===== config.mk =====
export PLATFORM = sky130hd
export DESIGN_NAME = mdu_req_arbiter
export DESIGN_NICKNAME = d
export VERILOG_FILES = /design/src/rtl/mdu_req_arbiter.sv
export SDC_FILE = /design/constraint.sdc
export NUM_CORES = 1
export LEC_CHECK = 0
export ABC_AREA = 1
export CORE_AREA = 3 3 129 131
export DETAILED_ROUTE_END_ITERATION = 12
export DIE_AREA = 0 0 132 134
export GPL_ROUTABILITY_DRIVEN = 1
export PLACE_DENSITY_LB_ADDON = 0.1
export SYNTH_ARGS = -nofsm -noshare
export SYNTH_HDL_FRONTEND = slang
export SYNTH_SLANG_ARGS = --single-unit

===== constraint.sdc =====
create_clock -name clk -period 1.7 [get_ports clk]
set_input_delay 0.34 -clock clk [delete_from_list [all_inputs] [get_ports clk]]
set_output_delay 0.34 -clock clk [all_outputs]
set_load 0.01 [all_outputs]

===== src/rtl/mdu_req_arbiter.sv =====
// Round-robin sharing of one MDU between the processor (port 0) and host (port 1),
// with an in-order owner-tag FIFO for response steering. Define MDU_ARB_STATS_EN for grant/conflict counters.
module mdu_req_arbiter #(
  parameter int p_req_nbits    = 70,
  parameter int p_resp_nbits   = 35,
  parameter int p_max_inflight = 4
) (
  input  logic                                clk,
  input  logic                                reset,
  input  logic                                host_en,
  input  logic                                req0_val,
  output logic                                req0_rdy,
  input  logic [p_req_nbits-1:0]              req0_msg,
  input  logic                                req1_val,
  output logic                                req1_rdy,
  input  logic [p_req_nbits-1:0]              req1_msg,
  output logic                                resp0_val,
  input  logic                                resp0_rdy,
  output logic [p_resp_nbits-1:0]             resp0_msg,
  output logic                                resp1_val,
  input  logic                                resp1_rdy,
  output logic [p_resp_nbits-1:0]             resp1_msg,
  output logic                                mdureq_val,
  input  logic                                mdureq_rdy,
  output logic [p_req_nbits-1:0]              mdureq_msg,
  input  logic                                mduresp_val,
  output logic                                mduresp_rdy,
  input  logic [p_resp_nbits-1:0]             mduresp_msg,
  output logic [$clog2(p_max_inflight):0]     inflight
`ifdef MDU_ARB_STATS_EN
  ,
  output logic [31:0]                         grant0_count,
  output logic [31:0]                         grant1_count,
  output logic [31:0]                         conflict_count
`endif
);

  localparam int PTR_W = $clog2(p_max_inflight);
  localparam int CNT_W = PTR_W + 1;
  localparam logic [CNT_W-1:0] FULL_CNT = CNT_W'(p_max_inflight);

  logic [p_max_inflight-1:0] tag_q, tag_d;
  logic [PTR_W-1:0]          wr_ptr_q, wr_ptr_d;
  logic [PTR_W-1:0]          rd_ptr_q, rd_ptr_d;
  logic [CNT_W-1:0]          cnt_q, cnt_d;
  logic                      prio_q, prio_d;

  logic e0, e1, gnt1, full, empty, issue, pop, head;

  // Request side: grant, issue, and full back-pressure from the registered count only.
  always_comb begin
    e0         = req0_val;
    e1         = req1_val && host_en;
    gnt1       = e1 && (!e0 || prio_q);
    full       = (cnt_q == FULL_CNT);
    empty      = (cnt_q == '0);
    mdureq_val = reset && (e0 || e1) && !full;
    mdureq_msg = gnt1 ? req1_msg : req0_msg;
    req0_rdy   = reset && e0 && !gnt1 && mdureq_rdy && !full;
    req1_rdy   = reset && gnt1 && mdureq_rdy && !full;
    issue      = mdureq_val && mdureq_rdy;
  end

  // Response side: the oldest outstanding owner tag picks the destination.
  always_comb begin
    head        = tag_q[rd_ptr_q];
    resp0_msg   = mduresp_msg;
    resp1_msg   = mduresp_msg;
    resp0_val   = reset && !empty && !head && mduresp_val;
    resp1_val   = reset && !empty &&  head && mduresp_val;
    mduresp_rdy = reset && !empty && (head ? resp1_rdy : resp0_rdy);
    pop         = mduresp_val && mduresp_rdy;
  end

  always_comb begin
    tag_d = tag_q;
    if (issue) tag_d[wr_ptr_q] = gnt1;
    wr_ptr_d = wr_ptr_q + PTR_W'(issue);
    rd_ptr_d = rd_ptr_q + PTR_W'(pop);
    cnt_d    = cnt_q + CNT_W'(issue) - CNT_W'(pop);
    prio_d   = issue ? !gnt1 : prio_q;
  end

  always_ff @(posedge clk or negedge reset) begin
    if (!reset) begin
      tag_q    <= '0;
      wr_ptr_q <= '0;
      rd_ptr_q <= '0;
      cnt_q    <= '0;
      prio_q   <= 1'b0;
    end else begin
      tag_q    <= tag_d;
      wr_ptr_q <= wr_ptr_d;
      rd_ptr_q <= rd_ptr_d;
      cnt_q    <= cnt_d;
      prio_q   <= prio_d;
    end
  end

  assign inflight = cnt_q;

`ifdef MDU_ARB_STATS_EN
  logic [31:0] grant0_count_q, grant0_count_d;
  logic [31:0] grant1_count_q, grant1_count_d;
  logic [31:0] conflict_count_q, conflict_count_d;

  always_comb begin
    grant0_count_d   = grant0_count_q + 32'(issue && !gnt1);
    grant1_count_d   = grant1_count_q + 32'(issue && gnt1);
    conflict_count_d = conflict_count_q + 32'(e0 && e1);
  end

  always_ff @(posedge clk or negedge reset) begin
    if (!reset) begin
      grant0_count_q   <= '0;
      grant1_count_q   <= '0;
      conflict_count_q <= '0;
    end else begin
      grant0_count_q   <= grant0_count_d;
      grant1_count_q   <= grant1_count_d;
      conflict_count_q <= conflict_count_d;
    end
  end

  assign grant0_count   = grant0_count_q;
  assign grant1_count   = grant1_count_q;
  assign conflict_count = conflict_count_q;
`endif

endmodule


==> impl_metrics.ini, run 1 <==
[sta]
fmax_mhz = 524
layout_setup_ws_ps = -208
slew_headroom_pct = 86.9
worst_slew_pin_slew_ps = 197
final_max_slew_viol_count = 0
setup_viol = 76
fin_crit_sh_pct = 112
final_hold_viol_count = 0
fin_crit_ps = 1910
rsz0062_at_grt = true
skew_ps = 0.867

[finish]
drive_gt1_share_pct = 50.9
seq_area_um2 = 302
syn_to_final_growth_pct = 159
final_cell_area_mm2 = 0.00554
final_nets = 785
fillers = 1672
layout_commonest_cell = clkdlybuf4s50_1
antennaDiodeCount = 0
mostFrequentLayoutCells = clkdlybuf4s50_1 (147), nand2_1 (106), nand2_2 (94), buf_6 (52), nand2_4 (45)
instances_no_fill = 813
multi_input_area_mm2 = 0.00177

[setup_path]
timing_worst_setup_path_type = reg -> reg
startpoint_type = register
endpoint_kind = register
crit_required_ps = 1840
critPathMaxFanout = 4
worst_ep_arrival_time_ps = 2040

[yosys]
syn_inst = 390
ys_seq_area_share_pct = 14.1
yosys_register_bits = 12
yosys_warnings = 0
syn_area_mm2 = 0.00214
synthDistinctLibCells = 23
syn-num-nets = 577
syn_area_per_cell_um2 = 5.48

[grt]
gr-usage-met2_pct = 19.9
gr-total-overflow = 0
grtUsageMet1_pct = 13.5
met3_usage_pct = 4.20
grt_busiest_layer = met2
grt_usage_pct = 11.4
grt_first_pass_wirelength_um = 16100
antenna_found_initial = 0
grt_max_degree = 17
grt_pass1_vias = 2960

[clock_tree]
clock-root-buffer = clkbuf_16
insertion_delay_ps = 240
clock_path_buffers = 2
cts_buffers = 3
path_clk_slew_ps = 40
cts_sinks = 12
htree_levels = 1
cts_tree = built

[floorplanning]
core_mm2 = 0.0157
die-area_mm2 = 0.0177
die_h_um = 134
die_w_um = 132
pin_count = 333
start_util_pct = 13.6
core.rowCount = 46

[hold_path]
hp-class = in -> async

[pwr]
power.internal_uw = 2230
sw_frac_of_total_pct = 38.2
p_comb_share_pct = 70.8
p_seq_share_pct = 15.8
ir_drop_v = 0.000391
power.switching_uw = 1380
p_clk_share_pct = 13.5
power_density_mw_per_mm2 = 651
p_leak_uw = 0.00273

[drt]
wl_per_cell_um = 14.5
drtAntennaViolNets = 0
vias_per_cell = 3.71
totalWireLength_um = 11800
drc = 0
first_pass_iters = 4
drtIter0Drc = 56
vias = 3014

[outcome]
status = complete, but fails checks
violations = setup timing

[run]
maxCapViolCount = 0

[place]
dp.cells = 777
dpl-instance-area_mm2 = 0.00435
place.detailed.hpwl_um = 8510
io_buffers = 227
gp_congestion = 0.714
## logic make-up after synthesis
| family | Yosys count | synth area share (%) |
|---|---|---|
| xor gates and xnor gates | 2 | 0.820 |
| adders and majority gates | 3 | 2.11 |
| and+or+nand+nor | 266 | 50.0 |
| DFF | 12 | 14.1 |
| buffers and inverters | 102 | 31.1 |
| AOI/OAI and AO/OA | 5 | 1.87 |
## what timing repair did
item / in CTS / in global routing
hold buffers: 0 / 0
pin swaps: 19 / 42
gates cloned: 6 / 9
setup endpoints to repair: 79 / 78
buffers inserted: 12 / 11
gates resized for setup: 372 / 211
## power by group through the flow
stage	Combinational, µW	Sequential (µW)	Clock [µW]
after floorplan	950	560	0
after global placement	2020	561	0
after detailed placement	2010	558	0
after CTS	2090	565	505
after global routing	2810	592	518
final	2550	569	486
## final timing paths
check                      depth (start not counted)          end  slack (ps)   startpoint
setup / recovery                                  12  inflight[1]        -210  inflight[1]
hold / removal                                     2  inflight[2]         240        reset
setup reg to reg                                  12  inflight[1]        -210  inflight[1]
hold reg to reg                                    2       prio_q         530       prio_q
max in group asynchronous                          2  inflight[1]        1290        reset
min in group clk                                   2       prio_q         530       prio_q
## worst max-delay path, cell delays in order, from the launching register on
cell and delay (ps):
dfrtp_2 430, inv_2 60, nand2_2 50, o21ai_2 150
nor2_2 70, nand2_4 90, buf_6 100, nand3_2 70
nand2_1 70, ha_1 130, inv_1 50, fa_2 510
inv_1 30
## stage by stage
stage | hold WS [ps] | total power [µW] | util, % | setup TNS, ps | setup slack [ps]
6_report | 239 | 3610 | 35.3 | -10450 | -208
5_1_grt | 270 | 3920 | 35.3 | -17180 | -344
4_1_cts | 241 | 3160 | 28.9 | -10100 | -206
3_5_place_dp | 508 | 2570 | 27.7 | -62660 | -877
3_3_place_gp | 495 | 2580 | 27.7 | -61450 | -880
2_1_floorplan | 44.4 | 1510 | - | -374 | -203
## Yosys cell counts, drive strengths merged
library cell    n  area (µm²)
a21oi           4        35.0
buf            76         568
clkbuf          9        33.8
dfrtp          12         300
fa              1        20.0
ha              2        25.0
inv            17        63.8
nand2         245         937
nand3          12        75.1
nand4           1        6.26
nor2            6        40.0
nor3            2        10.0
o21ai           1        5.00
xor2            2        17.5
## registers in the layout (all words and copies together), names as in the netlist
signal / flops
tag_q: 4
inflight: 3
rd_ptr_q: 2
wr_ptr_q: 2
prio_q: 1
## layer usage
metal	routed length (µm)	up-vias
li1	-	1517
met4	89	0
met5	0	-
met3	1040	8
met1	4490	1335
met2	6130	154
## cell type report
class,instances,share of cell area (%)
clock buffer,4,1.60
inverter,17,1.63
multi-input combinational,276,31.9
sequential,12,5.44
tap,216,4.88
timing repair buffer,287,54.3
timing repair inverter,1,0.294
Power figures use the tool's default switching activity.
==> inputs of run 2 (changes only) <==
Settings changed: CORE_AREA 3 3 129 131 to 3 3 127 129, DIE_AREA 0 0 132 134 to 0 0 130 132.
Clock period 1.7 ns to 2.1 ns, I/O delays scaled along.
==> run 2 against run 1 <==
Compared with the run above:
- the flow now finishes without violations
- utilization is 5.6 points lower
- via count is 5.1% lower
- cell count down 6.6%
- combinational power fell by 39%
==> impl_metrics.ini, run 2 (synthesis gave the netlist of run 1 again) <==
[outcome]
status = complete, no violations

[drt]
totalWireLength_um = 11600
drtIter0Drc = 95
vias = 2859
first_pass_iters = 6
drc = 0
drtAntennaViolNets = 0
vias_per_cell = 3.77
wl_per_cell_um = 15.3

[pwr]
power_density_mw_per_mm2 = 520
ir_drop_v = 0.000303
p_leak_uw = 0.00228

[grt]
grt_max_degree = 22
gr-total-overflow = 0
grt_first_pass_wirelength_um = 16400
grt_usage_pct = 12.3
antenna_found_initial = 1
grt_pass1_vias = 2850

[finish]
mostFrequentLayoutCells = nand2_1 (236), clkdlybuf4s50_1 (147), clkdlybuf4s15_2 (24), buf_2 (23), clkbuf_2 (22)
largest_register_ffs = 4
instances_no_fill = 759
final_nets = 759
top_register = tag_q
layout_commonest_cell = nand2_1
fillers = 1683
post-route-util_pct = 29.7
drive_gt1_share_pct = 23.2
final_cell_area_mm2 = 0.00450
syn_to_final_growth_pct = 111

[sta]
fin_crit_ps = 2020
fmax_mhz = 495
rsz0062_at_grt = true
skew_ps = 4.35
slew_headroom_pct = 85.4
final_max_slew_viol_count = 0
setup_viol = 0
final_hold_viol_count = 0
fin_crit_sh_pct = 96.1
worst_slew_pin_slew_ps = 218

[setup_path]
crit_required_ps = 1680
timing_worst_setup_path_type = reg -> out
endpoint_kind = output pin
cpPeakStageDelay_ps = 360
worstPathCellList = inv_2, a21oi_4, buf_12, buf_12, inv_8, clkbuf_16, nand2_1, nand2_1, clkdlybuf4s15_2
crit_family = buffers and inverters
startpoint_type = register
slowest_stage = dfrtp_1
path_buf_inv = 6
worst_ep_arrival_time_ps = 1600
critPathMaxFanout = 6

[run]
maxCapViolCount = 0

[floorplanning]
start_util_pct = 14.1
pin_count = 333
core.rowCount = 45
core_mm2 = 0.0151
die_h_um = 132
die-area_mm2 = 0.0172
die_w_um = 130

[clock_tree]
cts_tree = built
htree_levels = 1
cts_hold_buf = 0
cts_buffers = 3
insertion_delay_ps = 240
cts_sinks = 12
clock-root-buffer = clkbuf_16
path_clk_slew_ps = 40
clock_path_buffers = 2

[hold_path]
hp-class = in -> async

[place]
gp_congestion = 0.778
dp.cells = 736
place.detailed.hpwl_um = 8580
io_buffers = 227
dpl-instance-area_mm2 = 0.00421
## run 2: final cells by class
type                    instances  area (µm²)  area share [%]
repair buffers                261        2590            57.5
repair inverters                1        11.3           0.250
well taps                     188         235            5.23
multi-input cells             276        1200            26.6
clock buffers                   3        75.1            1.67
flip-flops and latches         12         302            6.70
diodes                          1        2.50          0.0556
inverters                      17        90.1            2.00
## run 2: where the power goes
| group | leakage [µW] | internal (µW) | switching, µW |
|---|---|---|---|
| logic | 0.00210 | 832 | 713 |
| registers | 0.000145 | 344 | 110 |
| clock network | 0.0000370 | 248 | 94.5 |
| total | 0.00228 | 1420 | 918 |
## run 2: worst paths after layout
check                       startpoint              to  slack (ps)  cells past startpoint
max                             prio_q  mdureq_msg[54]          80                      9
min                              reset     inflight[1]         270                      2
max reg2reg                rd_ptr_q[0]     inflight[1]         180                     13
min reg2reg                   tag_q[1]        tag_q[1]         480                      2
max in group asynchronous        reset     rd_ptr_q[0]        1620                      2
min in group clk              tag_q[1]        tag_q[1]         480                      2
## run 2: what timing repair did
| action | 4_1_cts | 5_1_grt |
|---|---|---|
| setup buffers | 8 | 2 |
| gates resized for setup | 223 | 56 |
| endpoints found under the setup margin | 78 | 71 |
| gates cloned | 5 | 6 |
| pin swaps | 0 | 1 |
## run 2: through the flow
step | setup TNS [ps] | power (µW) | worst slack [ps] | hold WS, ps
floorplan | 0 | 1220 | 152 | 124
finish | 0 | 2340 | 81.3 | 268
global route | -133 | 2560 | -14.3 | 275
detailed placement | -35640 | 1960 | -541 | 463
global placement | -37490 | 1940 | -557 | 462
CTS | -9.33 | 2370 | -3.04 | 270
## run 2: per-layer routing
metal / global-route usage (%) / part of all wire (%) / vias to the layer above / wire length, µm
met1: 13.1 / 37 / 1246 / 4240
met3: 4.13 / 7.9 / 14 / 915
met5: 0 / 0 / - / 0
li1: - / - / 1459 / -
met4: 1.85 / 1.5 / 0 / 172
met2: 23.5 / 54 / 140 / 6280
==> inputs of run 3 (changes only) <==
Settings changed: TNS_END_PERCENT set to 100.
==> results of run 3 <==
Same layout as run 2: the final DEF is identical, and so are final timing and power.
